<file path="config.mk">
export PLATFORM = sky130hd
export DESIGN_NAME = hall_state_decoder
export DESIGN_NICKNAME = d
export VERILOG_FILES = /design/src/rtl/bldc_pkg.sv /design/src/rtl/hall_glitch_filter.sv /design/src/rtl/hall_state_decoder.sv
export SDC_FILE = /design/constraint.sdc
export NUM_CORES = 1
export LEC_CHECK = 0
export ABC_AREA = 1
export BUFFER_PORTS_ARGS = -buffer_cell sky130_fd_sc_hd__buf_2
export CORE_ASPECT_RATIO = 0.6
export CORE_MARGIN = 2
export CORE_UTILIZATION = 59
export DETAILED_ROUTE_END_ITERATION = 6
export GPL_TIMING_DRIVEN = 0
export PLACE_DENSITY = 0.76
export RECOVER_POWER = 50
export SETUP_SLACK_MARGIN = 0.2
export SYNTH_ARGS = -nofsm -noshare
export SYNTH_HDL_FRONTEND = slang
export SYNTH_SLANG_ARGS = --single-unit
</file>
<file path="constraint.sdc">
create_clock -name clk -period 2.1 [get_ports clk]
set_input_delay 0.63 -clock clk [delete_from_list [all_inputs] [get_ports clk]]
set_output_delay 0.63 -clock clk [all_outputs]
set_load 0.03 [all_outputs]
</file>
<file path="src/rtl/bldc_pkg.sv">
// Shared types and helpers for the BLDC Hall-sensor front end.
//   hall_state_t   : decoder FSM states
//   sector_t       : commutation sector index 0..5
//   hall_decode_t  : {legal, sector} result of a Hall code lookup
//   hall_to_sector : maps a {C,B,A} Hall code to its sector, flagging 000/111 as illegal
//   sector_inc/dec : modulo-6 neighbours of a sector
package bldc_pkg;

   typedef enum logic [1:0] {
      HS_INIT   = 2'd0,
      HS_LOCKED = 2'd1,
      HS_FAULT  = 2'd2
   } hall_state_t;

   typedef logic [2:0] sector_t;

   localparam int NUM_SECTORS = 6;

   typedef struct packed {
      logic    legal;
      sector_t sector;
   } hall_decode_t;

   function automatic hall_decode_t hall_to_sector(input logic [2:0] code);
      hall_decode_t d;
      d.legal  = 1'b1;
      d.sector = '0;
      case (code)
         3'b001:  d.sector = 3'd0;
         3'b011:  d.sector = 3'd1;
         3'b010:  d.sector = 3'd2;
         3'b110:  d.sector = 3'd3;
         3'b100:  d.sector = 3'd4;
         3'b101:  d.sector = 3'd5;
         default: d.legal  = 1'b0;
      endcase
      return d;
   endfunction

   function automatic sector_t sector_inc(input sector_t s);
      return (s == sector_t'(NUM_SECTORS - 1)) ? sector_t'(0) : s + sector_t'(1);
   endfunction

   function automatic sector_t sector_dec(input sector_t s);
      return (s == sector_t'(0)) ? sector_t'(NUM_SECTORS - 1) : s - sector_t'(1);
   endfunction

endpackage

</file>
<file path="src/rtl/hall_glitch_filter.sv">
// Hall input conditioning: 2-FF synchronizer followed by a stability filter.
// A synchronized code must hold for FILTER_CYCLES consecutive samples and differ
// from the previously accepted code before it is accepted.
//   clk, reset : system clock, asynchronous active-high reset
//   hall_in    : raw Hall inputs {C,B,A}, asynchronous to clk
//   code       : last accepted Hall code
//   accept     : one-cycle strobe coincident with a new value on code
module hall_glitch_filter
   import bldc_pkg::*;
#(
   parameter int FILTER_CYCLES = 16
) (
   input  logic       clk,
   input  logic       reset,
   input  logic [2:0] hall_in,
   output logic [2:0] code,
   output logic       accept
);

   localparam logic [7:0] CNT_MAX = 8'(FILTER_CYCLES - 1);

   logic [2:0] sync_p0;
   logic [2:0] sync_p1;
   logic [2:0] cand_p2;
   logic [7:0] cnt;
   logic [7:0] cnt_nxt;

   // The count tracks how many samples after the first one the candidate has
   // held, saturating so a long stable code cannot wrap and re-trigger.
   always_comb begin
      if (sync_p1 != cand_p2)
         cnt_nxt = '0;
      else if (cnt == CNT_MAX)
         cnt_nxt = cnt;
      else
         cnt_nxt = cnt + 8'd1;
   end

   always_ff @(posedge clk or posedge reset) begin
      if (reset) begin
         sync_p0 <= '0;
         sync_p1 <= '0;
         cand_p2 <= '0;
         cnt     <= '0;
         code    <= '0;
         accept  <= 1'b0;
      end else begin
         // stage p0/p1: metastability synchronizer
         sync_p0 <= hall_in;
         sync_p1 <= sync_p0;
         // stage p2: candidate and stability count
         cand_p2 <= sync_p1;
         cnt     <= cnt_nxt;
         // accept stage: sync_p1 is the candidate value after this edge
         accept  <= 1'b0;
         if ((cnt_nxt == CNT_MAX) && (sync_p1 != code)) begin
            accept <= 1'b1;
            code   <= sync_p1;
         end
      end
   end

endmodule

</file>
<file path="src/rtl/hall_state_decoder.sv">
// BLDC Hall state decoder: conditions the Hall inputs, tracks the commutation
// sector and emits one state_change pulse per legal adjacent-sector step.
// Optional feature macro: HALL_ERR_COUNT_EN adds the err_count port/counter.
//   clk, reset   : system clock, asynchronous active-high reset
//   hall_in      : raw Hall inputs {C,B,A}
//   state_change : one-cycle pulse per adjacent step (feeds the period timer tick)
//   direction    : 1 = forward (sector+1), 0 = reverse; held between steps
//   sector       : current sector 0..5
//   valid        : sector reflects a legal accepted code
//   illegal      : one-cycle pulse on an illegal code or skipped sector
//   err_count    : saturating count of illegal pulses (HALL_ERR_COUNT_EN only)
module hall_state_decoder
   import bldc_pkg::*;
#(
   parameter int FILTER_CYCLES = 16
) (
   input  logic        clk,
   input  logic        reset,
   input  logic [2:0]  hall_in,
   output logic        state_change,
   output logic        direction,
   output sector_t     sector,
   output logic        valid,
   output logic        illegal
`ifdef HALL_ERR_COUNT_EN
   ,
   output logic [15:0] err_count
`endif
);

   logic [2:0]   acc_code;
   logic         acc_stb;
   hall_decode_t dec;

   hall_state_t state;
   hall_state_t state_nxt;
   sector_t     sector_nxt;
   logic        dir_nxt;
   logic        valid_nxt;
   logic        chg_nxt;
   logic        ill_nxt;

   hall_glitch_filter #(
      .FILTER_CYCLES (FILTER_CYCLES)
   ) u_filter (
      .clk     (clk),
      .reset   (reset),
      .hall_in (hall_in),
      .code    (acc_code),
      .accept  (acc_stb)
   );

   assign dec = hall_to_sector(acc_code);

   always_comb begin
      state_nxt  = state;
      sector_nxt = sector;
      dir_nxt    = direction;
      valid_nxt  = valid;
      chg_nxt    = 1'b0;
      ill_nxt    = 1'b0;
      if (acc_stb) begin
         case (state)
            HS_INIT: begin
               if (dec.legal) begin
                  state_nxt  = HS_LOCKED;
                  sector_nxt = dec.sector;
                  valid_nxt  = 1'b1;
               end else begin
                  state_nxt = HS_FAULT;
                  ill_nxt   = 1'b1;
               end
            end
            HS_LOCKED: begin
               if (!dec.legal) begin
                  state_nxt = HS_FAULT;
                  valid_nxt = 1'b0;
                  ill_nxt   = 1'b1;
               end else if (dec.sector == sector_inc(sector)) begin
                  sector_nxt = dec.sector;
                  dir_nxt    = 1'b1;
                  chg_nxt    = 1'b1;
               end else if (dec.sector == sector_dec(sector)) begin
                  sector_nxt = dec.sector;
                  dir_nxt    = 1'b0;
                  chg_nxt    = 1'b1;
               end else if (dec.sector != sector) begin
                  // skipped sector: follow the rotor but flag the lost step
                  sector_nxt = dec.sector;
                  ill_nxt    = 1'b1;
               end
            end
            HS_FAULT: begin
               // resync only; a further illegal code stays silent
               if (dec.legal) begin
                  state_nxt  = HS_LOCKED;
                  sector_nxt = dec.sector;
                  valid_nxt  = 1'b1;
               end
            end
            default: state_nxt = HS_INIT;
         endcase
      end
   end

   always_ff @(posedge clk or posedge reset) begin
      if (reset) begin
         state        <= HS_INIT;
         sector       <= '0;
         direction    <= 1'b1;
         valid        <= 1'b0;
         state_change <= 1'b0;
         illegal      <= 1'b0;
      end else begin
         state        <= state_nxt;
         sector       <= sector_nxt;
         direction    <= dir_nxt;
         valid        <= valid_nxt;
         state_change <= chg_nxt;
         illegal      <= ill_nxt;
      end
   end

`ifdef HALL_ERR_COUNT_EN
   function automatic logic [15:0] sat_inc16(input logic [15:0] v);
      return (v == 16'hFFFF) ? v : v + 16'd1;
   endfunction

   always_ff @(posedge clk or posedge reset) begin
      if (reset)
         err_count <= '0;
      else if (ill_nxt)
         err_count <= sat_inc16(err_count);
   end
`endif

endmodule

</file>
# After elaboration in Yosys (flattened, before gate mapping)
# Cells that the tools add are included.
# word_totals
elab_cells	81
in_bits	5
ff_bits	30
# op_classes
n_addsub	3
eq_ne	21
n_reduce_logical	11
n_mux	34
# ops
cell	n
$mux 3	7
$mux 1	17
$eq 8x4->1 const B	2
$mux 8	2
$pmux 3 s5	1
$eq 3x3->1 const B	4
$ne 3x3->1	3
$add 8x1->8 const B	1
$reduce_and 4->1	2
$eq 3x2->1 const B	2
$eq 3x3->1	2
$mux 2	3
$ne 2x2->1 const B	3
$pmux 2 s3	1
$pmux 3 s2	1
$reduce_or 6->1	1
$reduce_and 5->1	1
$ne 4x4->1 const B	1
$pmux 1 s2	2
$reduce_bool 2->1	2
$add 3x1->3 const B	1
$eq 3x1->1 const B	1
$logic_not 3->1	1
$reduce_and 3->1	1
other kinds (7)	7

# Logic depth before layout (Yosys ltp)
# logic_depth
depth_word	9
mapped_depth	12
mapped_depth_nobuf	12

# By module
# From an unflattened synthesis, not the netlist that was laid out.
# unflattened
cells_unflattened	229
area_unflattened_um2	1793.0
# modules_own_cells
mod	cells_each	seq_area_each_um2	area_each_um2	n_inst
hall_glitch_filter	129	525.5	1107.3	1
hall_state_decoder	100	226.5	685.7	1

# Worst setup path before layout
# No wires, ideal clock.
# synth_timing
path_type	register to register
startpoint	register u_filter.cnt[0]
endpoint	register u_filter.code[2]
path_buffers	0
setup_time_ns	0.117
synth_period_minus_slack_ns	1.599
setup_slack_ns	0.501
stages_incl_launch_ff	10
arrival_ns	1.482
cell_sequence	dfrtp_1 > ha_1 > inv_1 > or2_2 > nand3_1 > nand3_2 > nor2_4 > nand3_2 > nand2_1 > nand2_1
# synth_between
elab_chain_len	5
elab_cells_between_ends	6
# synth_rtl
item	line_no	text
start, declared	hall_glitch_filter.sv:25	logic [7:0] cnt;
start signal, assigned	hall_glitch_filter.sv:53	cnt <= cnt_nxt;
$add 8x1->8 / $eq 8x4->1 (equally long branches)	hall_glitch_filter.sv:36, hall_glitch_filter.sv:33	
$mux 8 (*)	hall_glitch_filter.sv:33	else if (cnt == CNT_MAX)
$mux 8 (*)	hall_glitch_filter.sv:31	if (sync_p1 != cand_p2)
$eq 8x4->1 (*)	hall_glitch_filter.sv:56	if ((cnt_nxt == CNT_MAX) && (sync_p1 != code)) begin
$logic_and 1x1->1 (*)	hall_glitch_filter.sv:56	
end signal, assigned	hall_glitch_filter.sv:58	code <= sync_p1;
end, declared	hall_glitch_filter.sv:16	output logic [2:0] code,
# Mark *: on every way between the ends. The rest lies on a longest branch, timed or not.
# A chain may end at the register's enable or synchronous reset.

# Worst setup path after layout
# layout_timing
startpoint	register u_filter.cnt[0]
endpoint	register u_filter.code[1]
# Same word-level chain as after synthesis.

==> flow_metrics.py <==
metrics = {
    "cells_and_area": {
        "multi_input_area_um2": 771,
        "drive_above_1_share_pct": 17.3,
        "post-route-util_pct": 72.6,
        "ff_latch_area_um2": 752,
        "final_common_cell": "nand2_1",
        "syn2layout_area_growth_pct": 12.8,
        "finalNetCount": 253,
        "design_area_um2": 1900,
        "nFillCells": 198,
        "diodes": 0,
        "layout.cells.non_filler": 280,
        "final_cell_mix": "77 x nand2_1, 39 x inv_1, 29 x dfrtp_1, 23 x nand3_1, 17 x nor2_1",
    },
    "sta": {
        "setup_viol": 0,
        "max_freq_mhz": 551,
        "period_share_pct": 86.4,
        "tightest_slew_ns": 1.08,
        "period_needed_ns": 1.81,
        "slew-limit-headroom_pct": 28.1,
        "slew_violations": 0,
        "finalSetupTns_ns": 0,
        "rsz0062_at_grt": "no",
        "hold_viol_final": 0,
        "finalClockSkew_ns": 0.00576,
        "worst_slack_ns": 0.285,
    },
    "synth": {
        "avgSynthCellArea_um2": 7.40,
        "ys.flop_type": "dfrtp_1",
        "synth_nets": 233,
        "synth_cells": 227,
        "ys_warn_count": 0,
        "synth-seq-area-share_pct": 44.8,
        "synth_edf_count": 0,
        "synth.cell_area_um2": 1680,
        "post_synth_num_cell_types": 24,
        "ys_async_sr_fraction_pct": 100,
        "ys_seq_elements": 30,
    },
    "critical_path": {
        "startpoint_type": "flip-flop",
        "r2r_slack_ns": 0.29,
        "ff2ff_path_depth": 10,
        "cp-end-kind": "flip-flop",
        "crit_fanout": 5,
        "timing.rr.start": "u_filter.cnt[0]",
        "path_class": "flip-flop to flip-flop",
        "crit_arrival_ns": 1.98,
        "required_ns": 2.26,
        "crit_start": "u_filter.cnt[0]",
        "critPathCapture": "u_filter.code[1]",
        "timing.rr.end": "u_filter.code[1]",
    },
    "floorplan": {
        "die_y_um": 45.3,
        "die_area_um2": 3310,
        "core_region_area_um2": 2610,
        "initial_core_util_pct": 64.4,
        "io_pins": 12,
        "num_rows": 14,
        "die_x_um": 72.9,
    },
    "global_route": {
        "overflow": 0,
        "grt_max_degree": 31,
        "antenna_found_initial": 0,
        "grt_usage_pct": 21.8,
        "grt_pass1_wl_um": 5250,
        "grt_pass1_vias": 1231,
    },
    "routing": {
        "via_count": 1451,
        "ant_nets": 0,
        "first_pass_iters": 6,
        "drc": 0,
        "drt-total-wl_um": 3340,
        "via_per_inst": 5.18,
        "drt_iter0_drc": 163,
        "wire_per_inst_um": 11.9,
    },
    "cts": {
        "cts.sinks": 30,
        "htreeDepth": 2,
        "clk_pin_slew_ns": 0.07,
        "cts_root_buffer": "clkbuf_8",
        "cts_buffers": 5,
        "insertion_delay_ns": 0.28,
        "ctsHoldBuffers": 0,
        "cts_tree": "done",
        "clock_path_buffers": 2,
    },
    "min_path": {
        "hold_path.class": "flip-flop to flip-flop",
    },
    "placement": {
        "place_area_um2": 1780,
        "gp_congestion": 0.841,
        "place.detailed.instances": 270,
        "place_ws_ns": 0.257,
        "io_buffers": 11,
        "place_hpwl_um": 2450,
    },
    "power_and_ir_drop": {
        "p_leak_uw": 0.000988,
        "ir_worst_vdd_v": 0.000519,
        "power.density_nw_per_um2": 634,
    },
    "flow_run": {
        "cap_viol_max_count": 0,
    },
    "run_status": {
        "status": "finished clean",
    },
}
final cells by class:
type                    instances  area share [%]
multi-input cells             156            40.7
flip-flops and latches         30            39.7
inverters                      41            8.12
repair buffers                 13            3.70
clock buffers                   5            3.63
clock inverters                 3            2.11
well taps                      32            2.11
where the power goes:
group | internal (µW) | switching, µW
Clock | 348 | 215
Sequential | 588 | 8.51
Combinational | 13.0 | 28.0
worst max-delay path, cell delays in order, from the launching register on:
cell     delay [ns]
dfrtp_1        0.45
ha_2           0.26
nand3_2        0.12
nor2_4         0.19
nand2_2        0.09
nand2_2        0.07
nand3_2        0.07
nor2_4         0.16
nand3_2        0.12
nand2_1        0.10
nand2_1        0.06
synth_stat cells (2+ instances only):
master | instances | area share (%)
nor3_4 | 2 | 1.9
o21ai_1 | 2 | 0.60
nor2_4 | 2 | 1.3
nor2_2 | 4 | 1.5
a21oi_1 | 3 | 0.89
dfrtp_1 | 29 | 43
nand3_1 | 23 | 6.9
nand3_2 | 5 | 3.0
inv_1 | 39 | 8.7
inv_2 | 2 | 0.45
o21ai_0 | 2 | 0.60
nand2_2 | 4 | 1.5
xnor2_1 | 3 | 1.6
nand2_1 | 76 | 17
nand4_1 | 6 | 2.2
nor2_1 | 17 | 3.8
cell families (layout without fill, tap and decap cells):
family,Yosys count,after routing,share of synthesized area (%)
flops,30,30,44.8
simple gates,140,140,39.5
compound gates,12,12,4.32
xor+xnor,3,3,1.56
fa+ha+maj,1,1,0.744
buf+inv,41,62,9.16
how the worst min path moves through the flow:
stage | cells after the start | start | to
4_1_cts | 0 | u_filter.sync_p0[0] | u_filter.sync_p1[0]
6_report | 0 | u_filter.sync_p0[1] | u_filter.sync_p1[1]
5_1_grt | 0 | u_filter.sync_p0[0] | u_filter.sync_p1[0]
3_5_place_dp | 0 | u_filter.sync_p0[2] | u_filter.sync_p1[2]
3_3_place_gp | 0 | u_filter.sync_p0[0] | u_filter.sync_p1[0]
2_1_floorplan | 0 | u_filter.sync_p0[0] | u_filter.sync_p1[0]
metal layers:
layer  track usage, %  part of all wire (%)
met1             31.1                    50
met2             32.2                    43
met3             6.92                   6.4
met4             6.30                  0.69
met5                0                     0
through the flow:
step	hold WS [ns]	power [µW]
after floorplan	0.331	636
after global placement	0.333	646
after detailed placement	0.341	648
after CTS	0.362	1210
after global routing	0.367	1240
final	0.355	1200
sequential cells by signal (all words and copies together) (netlist names):
| signal | count |
|---|---|
| u_filter.sync_p1 | 3 |
| u_filter.cand_p2 | 3 |
| u_filter.code | 3 |
| sector | 3 |
| direction | 1 |
| u_filter.sync_p0 | 3 |
| u_filter.cnt | 8 |
| state_change | 1 |
| u_filter.accept | 1 |
| state | 2 |
| illegal | 1 |
| valid | 1 |
repair_timing:
| action | in CTS | in global routing |
|---|---|---|
| endpoints found under the setup margin | 0 | 3 |
| hold endpoints to repair | 0 | 0 |
| gates resized for setup | 0 | 2 |
| buffers inserted | 0 | 2 |
Power figures use the tool's default switching activity.
